**config.mk**
```make
export PLATFORM = sky130hd
export DESIGN_NAME = pe_operand_loader
export DESIGN_NICKNAME = d
export VERILOG_FILES = /design/src/rtl/pe_operand_loader.sv
export SDC_FILE = /design/constraint.sdc
export NUM_CORES = 2
export LEC_CHECK = 0
export ABC_CLOCK_PERIOD_IN_PS = 8300
export CORE_AREA = 3 3 400 402
export CTS_CLUSTER_DIAMETER = 100
export DETAILED_ROUTE_END_ITERATION = 7
export DIE_AREA = 0 0 403 405
export SETUP_SLACK_MARGIN = 0.02
export SLEW_MARGIN = 10
export SYNTH_ARGS = -nofsm -noshare
export SYNTH_HDL_FRONTEND = slang
export SYNTH_SLANG_ARGS = --single-unit
```
**constraint.sdc**
```tcl
create_clock -name clk -period 8.3 [get_ports clk]
set_input_delay 1.66 -clock clk [delete_from_list [all_inputs] [get_ports clk]]
set_output_delay 1.66 -clock clk [all_outputs]
set_load 0.03 [all_outputs]
```
**src/rtl/pe_operand_loader.sv**
```systemverilog
// pe_operand_loader: streams bias, weights and inputs into registered PE operand vectors and captures the PE result.
// Define WEIGHT_REUSE_EN to let 'reuse' keep bias and weights for the next neuron.
module pe_operand_loader #(
    parameter int N_TAPS = 62,
    parameter int DW     = 8
) (
    input  logic               clk,
    input  logic               rst_n,
    input  logic               s_valid,
    output logic               s_ready,
    input  logic [DW-1:0]      s_data,
    input  logic               reuse,
    output logic [DW-1:0]      pe_bias,
    output logic [N_TAPS*DW-1:0] pe_weight,
    output logic [N_TAPS*DW-1:0] pe_in,
    input  logic [DW-1:0]      pe_out,
    output logic               res_valid,
    input  logic               res_ready,
    output logic [DW-1:0]      res_data
);
    localparam int CW = N_TAPS > 1 ? $clog2(N_TAPS) : 1;
    localparam logic [CW-1:0] LAST = CW'(N_TAPS - 1);

    typedef enum logic [2:0] {LOAD_BIAS, LOAD_WEIGHT, LOAD_IN, EVAL, RESULT} state_t;

    state_t state, state_n;
    logic [CW-1:0] cnt;
    logic last, reuse_hit;

`ifdef WEIGHT_REUSE_EN
    assign reuse_hit = reuse;
`else
    logic unused_reuse;
    assign unused_reuse = reuse;
    assign reuse_hit = 1'b0;
`endif

    assign s_ready = state inside {LOAD_BIAS, LOAD_WEIGHT, LOAD_IN};
    assign last = cnt == LAST;

    always_ff @(posedge clk or negedge rst_n)
        if (!rst_n) state <= LOAD_BIAS;
        else state <= state_n;

    always_comb begin
        state_n = state;
        case (state)
            LOAD_BIAS:   state_n = s_valid ? LOAD_WEIGHT : LOAD_BIAS;
            LOAD_WEIGHT: state_n = s_valid && last ? LOAD_IN : LOAD_WEIGHT;
            LOAD_IN:     state_n = s_valid && last ? EVAL : LOAD_IN;
            EVAL:        state_n = RESULT;
            RESULT:      state_n = res_ready ? (reuse_hit ? LOAD_IN : LOAD_BIAS) : RESULT;
            default:     state_n = LOAD_BIAS;
        endcase
    end

    // In the LOAD states s_ready is high, so s_valid alone marks an accepted byte.
    always_ff @(posedge clk or negedge rst_n) begin
        if (!rst_n) begin
            cnt       <= '0;
            pe_bias   <= '0;
            pe_weight <= '0;
            pe_in     <= '0;
            res_data  <= '0;
            res_valid <= 1'b0;
        end else begin
            if (s_valid && state == LOAD_BIAS) pe_bias <= s_data;
            if (s_valid && state == LOAD_WEIGHT) pe_weight[32'(cnt)*DW +: DW] <= s_data;
            if (s_valid && state == LOAD_IN) pe_in[32'(cnt)*DW +: DW] <= s_data;
            if (s_valid && (state == LOAD_WEIGHT || state == LOAD_IN)) cnt <= last ? '0 : cnt + CW'(1);
            if (state == EVAL) begin
                res_data  <= pe_out;
                res_valid <= 1'b1;
            end else if (state == RESULT && res_ready) begin
                res_valid <= 1'b0;
            end
        end
    end
endmodule

```
# Yosys cells after proc, flatten, opt, wreduce, memory -nomap -nowiden
# Index checks and enable logic that the tools add are counted.
[word_totals]
register_bits = 1018
elab_cells = 36
output_inout_bits = 1010
[op_classes]
reduce_logical = 10
n_shift = 2
n_addsub = 2
eq_ne = 5
muxes = 10
[op_table]
columns = ["cell", "count"]
rows = [
  ["496-bit bitwise mux", 2],
  ["8-bit by 34-bit variable shift with 496-bit output, first input constant", 1],
  ["8-bit by 34-bit variable part select with 496-bit output", 1],
  ["9-bit negator with 34-bit output", 1],
  ["3-bit one-hot mux with 5 select lines", 1],
  ["6-bit by 1-bit adder with 6-bit output, second input constant", 1],
  ["3-bit by 2-bit == test with 1-bit output, second input constant", 2],
  ["6-bit == test, second input constant", 1],
  ["1-bit logical AND", 6],
  ["6-bit 2-to-1 mux", 1],
  ["1-bit 2-to-1 mux", 4],
  ["3-bit by 1-bit == test with 1-bit output, second input constant", 1],
  ["3-bit == test, second input constant", 1],
  ["3-bit logical NOT", 1],
  ["3-bit 2-to-1 mux", 1],
  ["3-bit nonzero test", 1],
  ["2-bit 2-to-1 mux", 1],
  ["2-bit nonzero test", 1],
  ["1-bit logical OR", 1],
]

# Longest topological paths before layout
[logic_depth]
ltp_word = 4
depth_mapped = 13
depth_no_buf = 8

# Worst setup path after synthesis
# No wires, ideal clock.
[synth_timing]
path_kind = "input -> register"
from = "in s_valid"
to = "reg pe_weight[320]"
setup_slack_ps = 4865
setup_time_ps = 125
path_stages = 7
arrival_time_ps = 3311
path_cell_list = "nand4bb_1 > buf_2 > a211oi_2 > nand2_2 > or4_1 > buf_2 > mux2_2"
[synth_via]
elab_chain_cells = 1
[synth_lines]
columns = ["element", "line", "text"]
rows = [
  ["start: declaration", "9", "input logic s_valid,"],
  ["1-bit logical AND", "68", "if (s_valid && state == LOAD_WEIGHT) pe_weight[32'(cnt)*DW +: DW] <= s_data;"],
  ["end signal: indexed assignment", "68", ""],
  ["end: declaration", "14", "output logic [N_TAPS*DW-1:0] pe_weight,"],
]
# No other way between the ends.
# A chain may end at the register's enable or synchronous reset.

# Worst setup path after layout
[layout_timing]
from = "reg cnt[0]"
to = "reg pe_weight[160]"
[layout_via]
elab_chain_cells = 3
[layout_lines]
columns = ["element", "line", "text"]
rows = [
  ["start: declaration", "27", "logic [CW-1:0] cnt;"],
  ["start signal: assignment", "70", "if (s_valid && (state == LOAD_WEIGHT || state == LOAD_IN)) cnt <= last ? '0 : cnt + CW'(1);"],
  ["9-bit negator with 34-bit output *", "68", ""],
  ["8-bit by 34-bit variable part select with 496-bit output / 8-bit by 34-bit variable shift with 496-bit output (equally long branches)", "68", ""],
  ["496-bit bitwise mux *", "68", ""],
]
# Every way passes the cells marked *; elsewhere a longest branch is shown, timed or not.

==> impl_metrics.yaml <==
detailed_routing:
  viasPerCell: 4.84
  drtIter0Drc: 2009
  finalWirelength_mm: 186
  detail-route-antenna-nets: 0
  wl_per_cell_um: 28.2
  vias: 32000
  drc_errors: 0
  dr.pass1.iters: 7
yosys:
  avgSynthCellArea_um2: 11.9
  synth_top_cell_by_area: "dfrtp_1"
  synthXorXnorAreaFrac: 0.00187
  synth_top_family_by_area: "multiplexers"
  synthArstFlopShare: 1.00
  synth_compound_area_frac: 0.0898
  yosysWarningCount: 0
  ys_seq_area_frac: 0.624
  synth_edf_count: 0
  ys_top_cells_by_area: "dfrtp_1, mux2_2, o21ai_0"
  syn_area_um2: 40800
  synth-simple-area-share: 0.110
  synth_ff_type: "dfrtp_1"
  yosysTopAreaCellShare: 0.624
  ys_seq_elements: 1018
  synth_nets: 3454
  synth_cells: 3429
  synthAdderAreaFrac: 0.00123
  synth_mux_area_frac: 0.150
  ys_types: 70
grt:
  globalRouteMet1Util: 0.274
  grt_use_met3: 0.0600
  antenna_found_initial: 9
  grt_max_degree: 159
  overflow: 0
  grt-busiest-layer: "met2"
  grt_pass1_wl_mm: 258
  grt_use_total: 0.222
  grt_use_met2: 0.368
  first_global_vias: 32500
sta:
  rsz0062_at_grt: "false"
  fin_tns_setup_ns: 0
  finalSetupViolations: 0
  fin_skew_ns: 0.0396
  period_needed_ns: 5.37
  slew_violations: 0
  hold_violations: 0
  period_share: 0.647
  slew-limit-headroom: 0.168
  setup_ws_ns: 2.93
  clock.fmax_mhz: 186
  tightest_slew_ns: 1.24
worst_setup_path:
  start_kind: "register"
  required_ns: 8.91
  crit_path_end_kind: "register"
  worstSetupPathType: "reg2reg"
  cp_max_fo: 26
  critical_path_arrival_ns: 5.98
placement:
  gp_congestion: 0.863
  pre_cts_ws_ns: 2.73
  dp_hpwl_mm: 141
  portBuffers: 1029
floorplan:
  die_w_um: 403
  coreArea_um2: 156000
  row_count: 145
  die_area_um2: 163000
  die_y_um: 405
  ios: 1031
  start_util: 0.261
final_layout:
  fin_nets: 4487
  nFillCells: 15500
  drive_gt1_frac: 0.194
  layout-area-overhead-vs-synth_pct: 40.7
power:
  power_leakage_nw: 25.1
  powerDensity_nw_per_um2: 248
  max-vdd-ir-drop_mv: 0.189
clock_network:
  tritoncts: "done"
  post_cts_resized: 0
  clockRootBuffer: "clkbuf_16"
  h-tree-depth: 3
  clock_path_buffers: 3
  clock-sinks: 1018
  clk_latency_ns: 0.76
  cts.clk_slew.worst_paths_ns: 0.06
  cts_setup_buffers: 0
  numCtsBuffers: 113
  cts_hold_buf: 0
run_status:
  outcome: "completed"
run:
  cap_violations: 0
hold_path:
  hold_class: "reg2reg"
[path summary, 6_finish.rpt]
path	from	to	slack, ns	depth (start not counted)
worst max-delay path	cnt[0]	pe_weight[160]	2.93	7
worst min-delay path	pe_in[400]	pe_in[400]	0.47	2
worst max register to register	cnt[0]	pe_weight[160]	2.93	7
worst min register to register	pe_in[400]	pe_in[400]	0.47	2
max in group asynchronous	rst_n	pe_weight[398]	5.46	3
min in group asynchronous	rst_n	pe_weight[107]	0.96	1
[state kept, by name, summed over array words and instances (netlist names)]
name,flops
pe_in,496
pe_weight,496
pe_bias,8
res_data,8
cnt,6
state,3
res_valid,1
[area by class of cell]
cell class / instances / area, um2 / share of cell area
Tap cell: 2058 / 2570 / 0.0448
Inverter: 21 / 78.8 / 0.00137
Sequential cell: 1018 / 25500 / 0.443
Clock buffer: 171 / 3330 / 0.0579
Antenna cell: 11 / 27.5 / 0.000479
Timing Repair Buffer: 1118 / 11000 / 0.191
Clock inverter: 27 / 388 / 0.00675
Multi-Input combinational cell: 2190 / 14600 / 0.254
[Yosys cell counts (3+ instances only)]
master and n:
mux2_1 3, nand2_1 527, or4_1 5, mux2i_1 17, xnor2_1 4, buf_4 5
o2111ai_1 23, nor4_4 10, buf_1 6, o21ai_1 10, and2_0 7, nor2b_1 4
ha_1 4, a211oi_2 4, nand3_1 65, nand3b_1 4, clkbuf_1 136, mux2_2 526
nand2b_1 10, buf_2 52, nand3_2 3, nand2_2 3, and2_1 39, nand4_1 16
dfrtp_1 1018, a21oi_1 12, nor3_1 12, and3_1 44, or2_2 16, nor2_1 174
or3_1 7, nor3_2 3, o31ai_1 38, o211ai_1 11, nand4b_1 3, nor2_4 7
o21ai_0 538, inv_1 21
[layout by cell type (no fill, tap or decap), types with 8 or more instances in the layout]
cell	netlist	routed
mux2i_1	17	16
buf_2	52	8
buf_4	5	86
inv_1	21	21
nor4_4	10	10
clkdlybuf4s50_1	0	1020
o211ai_1	11	11
o2111ai_1	23	19
a21oi_1	12	10
nor2_1	174	168
clkbuf_8	0	28
mux2_2	526	526
o21ai_0	538	536
diode_2	0	11
clkbuf_1	136	30
and2_1	39	38
nand4_1	16	16
nor2_4	7	9
clkbuf_16	0	113
nand3_1	65	65
nand2b_1	10	10
or2_2	16	16
clkinv_2	0	8
o21ai_1	10	8
nor3_1	12	8
o31ai_1	38	38
dfrtp_1	1018	1017
nand2_1	527	527
and3_1	44	43
[power by group]
part	total [W]	internal, W	switching, W
sequential	0.00533	0.00518	0.000159
combinational	0.00389	0.000920	0.00297
clock	0.00504	0.00292	0.00212
[cell families (layout without fill, tap and decap cells)]
group                      Yosys count  after routing
AOI/OAI and AO/OA                  661            661
buffers and inverters              221           1337
other                                0             11
xor gates and xnor gates             7              7
and+or+nand+nor                    971            971
DFF                               1018           1018
muxes                              547            547
adders and majority gates            4              4
[metal layers]
layer  vias to the layer above  share of wire
li1                      14000              -
met1                     16400           0.40
met2                      1233           0.48
met3                       336          0.076
met4                         4          0.046
met5                         -        0.00015
[per-stage QoR]
stage	instance area [um2]	util	total power (W)	hold slack [ns]	std cells
after CTS	57400	0.367	0.0145	0.479	6602
after global routing	57400	0.367	0.0148	0.497	6604
after detailed placement	53700	0.343	0.00938	0.465	6404
after global placement	53700	0.343	0.00935	0.460	6404
after floorplan	40800	-	0.00731	0.553	3429
final	57500	0.367	0.0143	0.474	6614
[worst max-delay path, cell delays in order (launching register included)]
cell     delay, ns
dfrtp_2       0.65
inv_1         0.28
ha_1          0.58
nor3b_4       0.60
mux2i_2       0.98
nand2_1       0.79
nor4_4        0.93
mux2_2        0.41
(Power assumes the default switching activity.)
